`src/rtl/hazard_pkg.sv`:
```
// Shared types and helpers for the pipeline hazard controller.
package hazard_pkg;

  typedef enum logic [1:0] {
    RUN    = 2'd0,
    DSTALL = 2'd1,
    MDWAIT = 2'd2
  } hz_state_e;

  // Canonical RV32I NOP (addi x0, x0, 0) loaded into IF/ID on a flush.
  localparam logic [31:0] NOP_INST = 32'h00000013;

  // True when a used, nonzero source register matches a destination register.
  // Register addresses are zero-extended to 32 bits by the caller.
  function automatic logic reg_match(input logic        use_rs,
                                     input logic [31:0] rs,
                                     input logic [31:0] rd);
    return use_rs && (rs != 32'd0) && (rs == rd);
  endfunction

endpackage

```
`src/rtl/hazard_detect.sv`:
```
// Combinational hazard term generation: load-use, branch-after-ALU,
// branch-after-load in EX and branch-after-load in MEM.
module hazard_detect #(
  parameter int unsigned REG_AW = 5
) (
  input  logic [REG_AW-1:0] id_rs1,
  input  logic [REG_AW-1:0] id_rs2,
  input  logic              id_use_rs1,
  input  logic              id_use_rs2,
  input  logic              id_is_branch,
  input  logic [REG_AW-1:0] ex_rd,
  input  logic              ex_reg_write,
  input  logic              ex_mem_read,
  input  logic [REG_AW-1:0] mem_rd,
  input  logic              mem_mem_read,
  output logic              lu,
  output logic              ba,
  output logic              bl2,
  output logic              bl1
);
  import hazard_pkg::*;

  logic ex_hit;
  logic mem_hit;

  // Source/destination matches and the four hazard terms.
  always_comb begin
    ex_hit  = reg_match(id_use_rs1, 32'(id_rs1), 32'(ex_rd)) ||
              reg_match(id_use_rs2, 32'(id_rs2), 32'(ex_rd));
    mem_hit = reg_match(id_use_rs1, 32'(id_rs1), 32'(mem_rd)) ||
              reg_match(id_use_rs2, 32'(id_rs2), 32'(mem_rd));
    lu      = !id_is_branch && ex_hit && ex_mem_read;
    ba      = id_is_branch && ex_hit && ex_reg_write && !ex_mem_read;
    bl2     = id_is_branch && ex_hit && ex_mem_read;
    bl1     = id_is_branch && mem_hit && mem_mem_read;
  end

endmodule

```
`src/rtl/hazard_ctrl.sv`:
```
// Stall/flush controller for the 5-stage RV32I pipeline.
// Optional performance counters are built when HAZARD_PERF_EN is defined.
module hazard_ctrl #(
  parameter int unsigned MD_LATENCY = 4,
  parameter int unsigned REG_AW     = 5
) (
  input  logic              clk,
  input  logic              rst,
  input  logic [REG_AW-1:0] id_rs1,
  input  logic [REG_AW-1:0] id_rs2,
  input  logic              id_use_rs1,
  input  logic              id_use_rs2,
  input  logic              id_is_branch,
  input  logic              id_branch_taken,
  input  logic [REG_AW-1:0] ex_rd,
  input  logic              ex_reg_write,
  input  logic              ex_mem_read,
  input  logic [REG_AW-1:0] mem_rd,
  input  logic              mem_mem_read,
  input  logic              ex_md_start,
  output logic              pc_ce,
  output logic              if_id_ce,
  output logic              if_id_cstall,
  output logic              id_ex_ce,
  output logic              id_ex_flush,
  output logic              ex_mem_flush,
  output logic              md_busy,
  output logic [31:0]       perf_stall_cnt,
  output logic [31:0]       perf_flush_cnt
);
  import hazard_pkg::*;

  // The start cycle counts as the first of MD_LATENCY EX cycles.
  localparam logic [3:0] MdCnt = 4'(MD_LATENCY - 1);

  hz_state_e  state_q, state_d;
  logic [3:0] cnt_q, cnt_d;
  logic       lu, ba, bl2, bl1;

  hazard_detect #(
    .REG_AW (REG_AW)
  ) u_detect (
    .id_rs1       (id_rs1),
    .id_rs2       (id_rs2),
    .id_use_rs1   (id_use_rs1),
    .id_use_rs2   (id_use_rs2),
    .id_is_branch (id_is_branch),
    .ex_rd        (ex_rd),
    .ex_reg_write (ex_reg_write),
    .ex_mem_read  (ex_mem_read),
    .mem_rd       (mem_rd),
    .mem_mem_read (mem_mem_read),
    .lu           (lu),
    .ba           (ba),
    .bl2          (bl2),
    .bl1          (bl1)
  );

  // State and occupancy counter register.
  always_ff @(posedge clk) begin
    if (rst) begin
      state_q <= RUN;
      cnt_q   <= '0;
    end else begin
      state_q <= state_d;
      cnt_q   <= cnt_d;
    end
  end

  // Next state and pipeline register controls.
  always_comb begin
    state_d      = state_q;
    cnt_d        = cnt_q;
    pc_ce        = 1'b1;
    if_id_ce     = 1'b1;
    id_ex_ce     = 1'b1;
    if_id_cstall = 1'b0;
    id_ex_flush  = 1'b0;
    ex_mem_flush = 1'b0;
    md_busy      = 1'b0;
    unique case (state_q)
      RUN: begin
        if (ex_md_start) begin
          state_d      = MDWAIT;
          cnt_d        = MdCnt;
          pc_ce        = 1'b0;
          if_id_ce     = 1'b0;
          id_ex_ce     = 1'b0;
          ex_mem_flush = 1'b1;
          md_busy      = 1'b1;
        end else if (bl2) begin
          state_d     = DSTALL;
          cnt_d       = 4'd1;
          pc_ce       = 1'b0;
          if_id_ce    = 1'b0;
          id_ex_flush = 1'b1;
        end else if (lu || ba || bl1) begin
          pc_ce       = 1'b0;
          if_id_ce    = 1'b0;
          id_ex_flush = 1'b1;
        end else if (id_is_branch && id_branch_taken) begin
          if_id_cstall = 1'b1;
        end
      end
      DSTALL: begin
        pc_ce       = 1'b0;
        if_id_ce    = 1'b0;
        id_ex_flush = 1'b1;
        cnt_d       = cnt_q - 4'd1;
        if (cnt_q <= 4'd1) begin
          state_d = RUN;
          cnt_d   = '0;
        end
      end
      MDWAIT: begin
        pc_ce        = 1'b0;
        if_id_ce     = 1'b0;
        id_ex_ce     = 1'b0;
        md_busy      = 1'b1;
        ex_mem_flush = 1'b1;
        cnt_d        = cnt_q - 4'd1;
        // Final EX cycle: let EX/MEM capture the MUL/DIV result.
        if (cnt_q <= 4'd1) begin
          state_d      = RUN;
          cnt_d        = '0;
          ex_mem_flush = 1'b0;
        end
      end
      default: begin
        state_d = RUN;
        cnt_d   = '0;
      end
    endcase
    if (rst) begin
      pc_ce        = 1'b0;
      if_id_ce     = 1'b0;
      id_ex_ce     = 1'b0;
      if_id_cstall = 1'b1;
      id_ex_flush  = 1'b1;
      ex_mem_flush = 1'b1;
      md_busy      = 1'b0;
    end
  end

  // A new MUL/DIV cannot enter EX while the pipeline is held.
  md_start_in_run: assert property (@(posedge clk) disable iff (rst)
    !(ex_md_start && (state_q != RUN)));

`ifdef HAZARD_PERF_EN
  logic [31:0] stall_cnt_q;
  logic [31:0] flush_cnt_q;

  // Saturating stall-cycle and flush-event counters.
  always_ff @(posedge clk) begin
    if (rst) begin
      stall_cnt_q <= '0;
      flush_cnt_q <= '0;
    end else begin
      if (!pc_ce && (stall_cnt_q != 32'hFFFF_FFFF)) stall_cnt_q <= stall_cnt_q + 32'd1;
      if (if_id_cstall && (flush_cnt_q != 32'hFFFF_FFFF)) flush_cnt_q <= flush_cnt_q + 32'd1;
    end
  end

  assign perf_stall_cnt = stall_cnt_q;
  assign perf_flush_cnt = flush_cnt_q;
`else
  assign perf_stall_cnt = 32'd0;
  assign perf_flush_cnt = 32'd0;
`endif

endmodule

```
`config.mk`:
```
export PLATFORM = sky130hd
export DESIGN_NAME = hazard_ctrl
export DESIGN_NICKNAME = d
export VERILOG_FILES = /design/src/rtl/hazard_pkg.sv /design/src/rtl/hazard_detect.sv /design/src/rtl/hazard_ctrl.sv
export SDC_FILE = /design/constraint.sdc
export NUM_CORES = 1
export LEC_CHECK = 0
export ABC_AREA = 1
export BUFFER_PORTS_ARGS = -buffer_cell sky130_fd_sc_hd__buf_4
export CAP_MARGIN = 40
export CORE_ASPECT_RATIO = 0.5
export CORE_MARGIN = 2
export CORE_UTILIZATION = 37
export DETAILED_ROUTE_END_ITERATION = 12
export GPL_TIMING_DRIVEN = 0
export PLACE_DENSITY = 0.77
export SYNTH_ARGS = -nofsm -noshare
export SYNTH_HDL_FRONTEND = slang
export SYNTH_SLANG_ARGS = --single-unit
```
`constraint.sdc`:
```
create_clock -name clk -period 1.5 [get_ports clk]
set_input_delay 0 -clock clk [delete_from_list [all_inputs] [get_ports clk]]
set_output_delay 0 -clock clk [all_outputs]
set_load 0.01 [all_outputs]
```
==> metrics.md, run 1 <==
| Metric | Value |
|---|---|
| Worst Path Required | 1.65 ns |
| Dominant cell type by area after synthesis | buf_4 |
| Critical Path End Type | flip-flop |
| Final max-slew violation count | 0 |
| Die Width | 90.41 um |
| Max Root-Sink Buffers | 2 |
| Mapped Cells | 201 |
| Synth unique cells | 28 |
| Maximum vdd drop | 0.0005140 V |
| DR DRC count | 0 |
| CP peak stage delay | 0.32 ns |
| CTS tree | yes |
| Critical-path cell list | inv_1 > ha_1 > o21ai_2 > nand2_2 > or2_4 > o22ai_2 > nand2_1 > a21oi_2 |
| Pint | 0.0008995 W |
| Unrepaired setup endpoints after global routing | true |
| Root Buffer | clkbuf_8 |
| Final estimated routing congestion in global placement | 0.8270 |
| Synthesized area per cell | 6.872 um2 |
| Worst Path Arrival | 1.59 ns |
| Crit Path Category | flip-flop to flip-flop |
| Sw Pwr | 0.0006275 W |
| Clock slew at reported path FFs | 0.04 ns |
| Post-Route WL | 3.053 mm |
| Initial Util | 39.36% |
| Synth warn | 0 |
| IO Pins | 101 |
| Num Clock Sinks | 6 |
| Top-area cell type share of the netlist area | 35.33% |
| Critical Path Slowest Stage Cell | dfxtp_2 |
| Critical path fanouts, max | 3 |
| Commonest cells after routing, fill and taps aside | buf_4, conb_1, nand2_1 |
| Die height | 47.21 um |
| CTS Buf Count | 3 |
| Initial DRT Pass Iterations | 4 |
| Sw Share | 41.09% |
| Most common cell after layout, fill and taps aside | buf_4 |
| H-tree depth | 1 |
| Vias per cell | 3.679 |
| Overflow after GRT | 0 |
| Cell Area, Placed | 0.001944 mm2 |
| GRT Total Usage | 13.10% |
| Final cycle utilization of the critical path | 96.05% |
| Skew final | 0.0004221 ns |
| Number of max-cap violations | 0 |
| Final setup viols | 0 |
| Post-route worst setup slack | 0.05918 ns |
| Sequential Area | 127.6 um2 |
| Clk_lat worst skew | 0.22 ns |
| Core area | 0.003510 mm2 |
| First-pass GRT wire length | 4.491 mm |
| DR iter-0 viols | 19 |
| Clock share of power | 15.7% |
| Final Hold Viols | 0 |
| Sequential area share after synthesis | 8.696% |
| Post-synthesis register bit count | 6 |
| Power share of the sequential group | 16.1% |
| Total Power | 0.001527 W |
| Setup WS pre-CTS | -0.1073 ns |
| Outcome | finished clean |
| Multi-input gate area | 987.2 um2 |
| Synth-to-layout area growth | 50.09% |
| Vias | 1317 |
| Final Util | 59.07% |
| Num rows | 15 |
| ANT cells | 0 |
| ANT nets after route | 0 |
| Fill count | 315 |
| Dpl hpwl | 2.576 mm |
| Post-DR wirelength/cell | 8.528 um |
| Largest delay contributor family on the critical path | simple AND/OR/NAND/NOR gates |
| Vias in the first global route | 1113 |
| Buf/Inv on CP | 1 |
| # port buffers | 35 |
| Nets | 345 |
| Fin crit period | 1.441 ns |
| Static Leak | 1.198 nW |
| Critical Path Start Type | flip-flop |
| Initial antenna violation count | 0 |
| Worst hold path class | input pin to flip-flop |
| Layout cells sized above 1 | 45.93% |
| Mapped Area | 0.001381 mm2 |
| Gate power share | 68.1% |
| Pwr Density | 736.5 mW/mm2 |
| Setup TNS | 0 ns |
| Die ar. | 0.004268 mm2 |
| Pin count of the biggest net entering global routing | 9 |
| Synth top area cells | buf_4, dfxtp_1, nand2_1, xor2_1, nor2_1 |
| Max Clock Freq | 694.1 MHz |
| Post-route cell area | 0.002073 mm2 |
## stage by stage
stage / std cells / hold WS, ns
6_report: 358 / 0.1393
3_5_place_dp: 350 / 0.3385
5_1_grt: 358 / 0.1582
3_3_place_gp: 350 / 0.3251
2_1_floorplan: 264 / 0.1255
4_1_cts: 358 / 0.1148
## synth_stat cells
library cell,number
inv_2,1
xnor2_1,9
nand2_1,32
or2_1,1
nor2_2,1
xor2_1,11
nand3_4,1
nor3_1,1
o21ai_0,3
o22ai_1,2
clkbuf_1,1
buf_4,65
a21oi_1,2
inv_1,14
o21ai_2,2
dfxtp_1,6
nand3_1,2
a21oi_2,4
nor2_1,21
nand2_4,2
nor2_4,2
nand3_2,2
and2_1,1
nand2_2,5
conb_1,1
nand3b_1,2
a211oi_1,1
ha_1,6
## flip-flops by register name, indices dropped and copies added, names as in the netlist
| signal | cells |
|---|---|
| cnt_q | 4 |
| state_q | 2 |
## tightest hold or removal path, delay by kind of cell
family	cells	cell delay (ns)
AO/OA/AOI/OAI	2	0.13
buffers and inverters	1	0.11
AND/OR/NAND/NOR	1	0.08
## worst paths after layout
kind                from  slack, ns    endpoint  cells past startpoint
max reg2reg     cnt_q[1]       0.06    cnt_q[1]                      8
min reg2reg     cnt_q[1]       0.48    cnt_q[1]                      2
max             cnt_q[1]       0.06    cnt_q[1]                      8
min          ex_md_start       0.14  state_q[0]                      4
## routing by layer
layer  GRT usage [%]  part of all wire, %  wire, um  up-vias
met5               0                    0         0        -
met4           6.462                 0.59        18        0
li1                -                    -         -      701
met1           12.70                   37      1117      566
met3           3.371                  6.4       196        2
met2           27.97                   56      1721       48
## cell families after synthesis
logic type,synth area share (%)
AO/OA/AOI/OAI,7.065
XOR/XNOR,12.68
adder cells (fa/ha/maj),5.435
buffers and inverters,39.67
flip-flops,8.696
other,0.2715
AND/OR/NAND/NOR,26.18
## timing repair
item                                    in CTS  in global routing
pin swaps                                   11                  5
endpoints found under the setup margin       6                  5
hold buffers                                 0                  0
endpoints found under the hold margin        0                  0
resized for setup                           14                  5
buffers inserted                             6                  0
## final cells by class
type	count	area share, %
flip-flops and latches	6	6.156
well taps	51	3.078
inverters	15	2.957
plain buffers	65	23.36
repair buffers	41	14.85
multi-input cells	177	47.62
clock buffers	3	1.992
## power by group through the flow
stage	Clock, W	Sequential, W	Combinational (W)
floorplan	0	0.000228	0.000648
global placement	0	0.000233	0.000839
detailed placement	0	0.000235	0.000856
CTS	0.000248	0.000242	0.000982
global route	0.000262	0.000254	0.00115
finish	0.000240	0.000247	0.00104
No activity file was read; power rests on OpenSTA's default activity.
==> run 2: changes to the inputs <==
- clock period: 1.5 -> 1.25 ns (I/O delays scaled with it)
==> metrics.md, run 2 (synthesis gave the netlist of run 1 again) <==
| Metric | Value |
|---|---|
| Number of flip-flops in the largest register | 4 (unchanged) |
| Power share of the sequential group | 13.3% (-2.8 points) |
| Grt met2 use | 34.59% (+6.6 points) |
| ANT nets after route | 0 (unchanged) |
| Critical Path Start Type | flip-flop |
| Clock slew at reported path FFs | 0.04 ns (about the same) |
| Final setup viols | 13 (+13) |
| Final Util | 65.24% (+6.2 points) |
| H-tree depth | 1 (unchanged) |
| Critical path fanouts, max | 3 (unchanged) |
| Pint | 0.001349 W (+50%) |
| Critical Path End Type | output port |
| Dpl hpwl | 2.720 mm (+5.6%) |
| DR DRC count | 0 (unchanged) |
| Reg with most FFs | cnt_q |
| Die height | 47.21 um (unchanged) |
| Vias | 1404 (+6.6%) |
| Gate power share | 73.3% (+5.2 points) |
| GR peak layer | met2 |
| Final estimated routing congestion in global placement | 0.8589 (+3.9%) |
| Clk_lat worst skew | 0.23 ns (about the same) |
| Die Width | 90.41 um (unchanged) |
| GR Util met1 | 14.12% (+1.4 points) |
| Maximum vdd drop | 0.0007410 V (+44%) |
| Grt met3 use | 2.889% (-0.48 points) |
| DR iter-0 viols | 17 (-2) |
| Fin crit period | 1.457 ns |
| Vias per cell | 3.795 (+3.1%) |
| Vias in the first global route | 1256 (+13%) |
| ANT cells | 0 (unchanged) |
| CTS tree | yes |
| Overflow after GRT | 0 (unchanged) |
| Layout cells sized above 1 | 52.66% (+6.7 points) |
| Num rows | 15 (unchanged) |
| Clock share of power | 13.3% (-2.4 points) |
| Sw Share | 41.20% (+0.11 points) |
| Max Clock Freq | 686.5 MHz |
| Failing checks | setup timing |
| Synth-to-layout area growth | 65.76% |
| Sw Pwr | 0.0009451 W (+51%) |
| Initial Util | 39.36% (unchanged) |
| Final Hold Viols | 0 (unchanged) |
| Worst-Margin Slew | 0.5215 ns |
| Pin count of the biggest net entering global routing | 9 (unchanged) |
| Post-Route WL | 3.495 mm (+14%) |
| Post-DR wirelength/cell | 9.446 um (+11%) |
| Final cycle utilization of the critical path | 116.5% |
| Core area | 0.003510 mm2 (unchanged) |
| # hold bufs at CTS | 0 (unchanged) |
| Unrepaired setup endpoints after global routing | true |
| GRT Total Usage | 15.34% (+2.2 points) |
| Commonest cells after routing, fill and taps aside | buf_4, conb_1, nand2_1 |
| IO Pins | 101 (unchanged) |
| Die ar. | 0.004268 mm2 (unchanged) |
| Initial DRT Pass Iterations | 4 (unchanged) |
| Worst Path Required | 1.25 ns (-0.40 ns) |
| Final max-slew violation count | 0 (unchanged) |
| Skew final | 0.004905 ns (+0.004483 ns) |
| Static Leak | 1.285 nW (+7.3%) |
| Nets | 357 (+3.5%) |
| Crit Path Category | flip-flop to output port |
| Fill count | 276 (-12%) |
| Total Power | 0.002294 W (+50%) |
| Worst Path Arrival | 1.46 ns (-0.13 ns) |
| Post-route worst setup slack | -0.2067 ns (-0.2659 ns) |
| Max Root-Sink Buffers | 2 (unchanged) |
| CTS Buf Count | 3 (unchanged) |
| Num Clock Sinks | 6 (unchanged) |
| Largest regs | cnt_q (4), state_q (2) |
| # port buffers | 35 (unchanged) |
| Outcome | complete, but fails checks |
| Worst hold path class | input pin to flip-flop |
| Number of max-cap violations | 0 (unchanged) |
| Pwr Density | 1002 mW/mm2 (+36%) |
| Initial antenna violation count | 0 (unchanged) |
| First-pass GRT wire length | 5.188 mm (+16%) |
| Root Buffer | clkbuf_8 |
| Most common cell after layout, fill and taps aside | buf_4 |
| Slew margin rel. | 65.23% |
-- run 2: changes by cell type in the layout (fill, tap and decap cells not counted), moves of 2 or more --
cell     before  now
buf_6         0    9
nand2_1      32   28
buf_4       105  108
inv_1        11    8
ha_1          4    2
ha_4          1    3
inv_2         2    4
nand2_2       5    7
nand2_4       2    4
-- run 2: power groups by stage --
stage / Combinational (W) / Sequential, W / Clock (W)
floorplan: 0.000832 / 0.000281 / 0
global placement: 0.00107 / 0.000288 / 0
global route: 0.00182 / 0.000308 / 0.000317
detailed placement: 0.00109 / 0.000291 / 0
CTS: 0.00147 / 0.000300 / 0.000308
finish: 0.00168 / 0.000305 / 0.000306
-- run 2: final timing paths --
kind | from | end | slack [ns] | cells past startpoint
max | state_q[0] | id_ex_ce | -0.21 | 8
min | ex_md_start | state_q[0] | 0.12 | 4
max reg2reg | cnt_q[0] | cnt_q[1] | -0.19 | 8
min reg2reg | cnt_q[3] | cnt_q[3] | 0.51 | 2
-- run 2: cell type report --
cell class                 count  area, um2  area share [%]
multi-input combinational    177       1075           46.94
tap                           51      63.81           2.787
buffer                        66      495.5           21.64
inverter                      15      63.81           2.787
timing repair buffer          52      420.4           18.36
clock buffer                   3      41.29           1.803
sequential                     6      130.1           5.683
-- run 2: worst max-delay path, stage by stage (launching register included) --
cell,delay (ns)
dfxtp_4,0.35
inv_4,0.04
ha_4,0.15
buf_4,0.13
buf_6,0.11
nand2_4,0.07
inv_4,0.04
a211oi_2,0.19
buf_4,0.15
-- run 2: timing repair --
item                       4_1_cts  5_1_grt
resized for setup               26       17
pin swaps                       13       12
hold endpoints to repair         0        0
buffers inserted                14        5
setup endpoints to repair       13       13
-- run 2: per-layer routing --
metal,vias up,routed length (um),part of all wire (%)
met5,-,0,0
met1,611,1252,36
met2,62,1936,55
met4,0,81,2.3
li1,723,-,-
met3,8,226,6.5
-- run 2: metrics by stage --
stage                     setup TNS, ns  cells  area (um2)  hold WS, ns  worst slack, ns
after floorplan                 -0.4234    264        1645       0.1255          -0.1376
after global placement           -1.159    350        1972       0.3326          -0.2386
after detailed placement         -1.418    350        1972       0.3558          -0.2800
after CTS                        -1.125    367        2201       0.1022          -0.2000
after global routing             -2.256    370        2290       0.1439          -0.2537
final                            -1.452    370        2290       0.1206          -0.2067
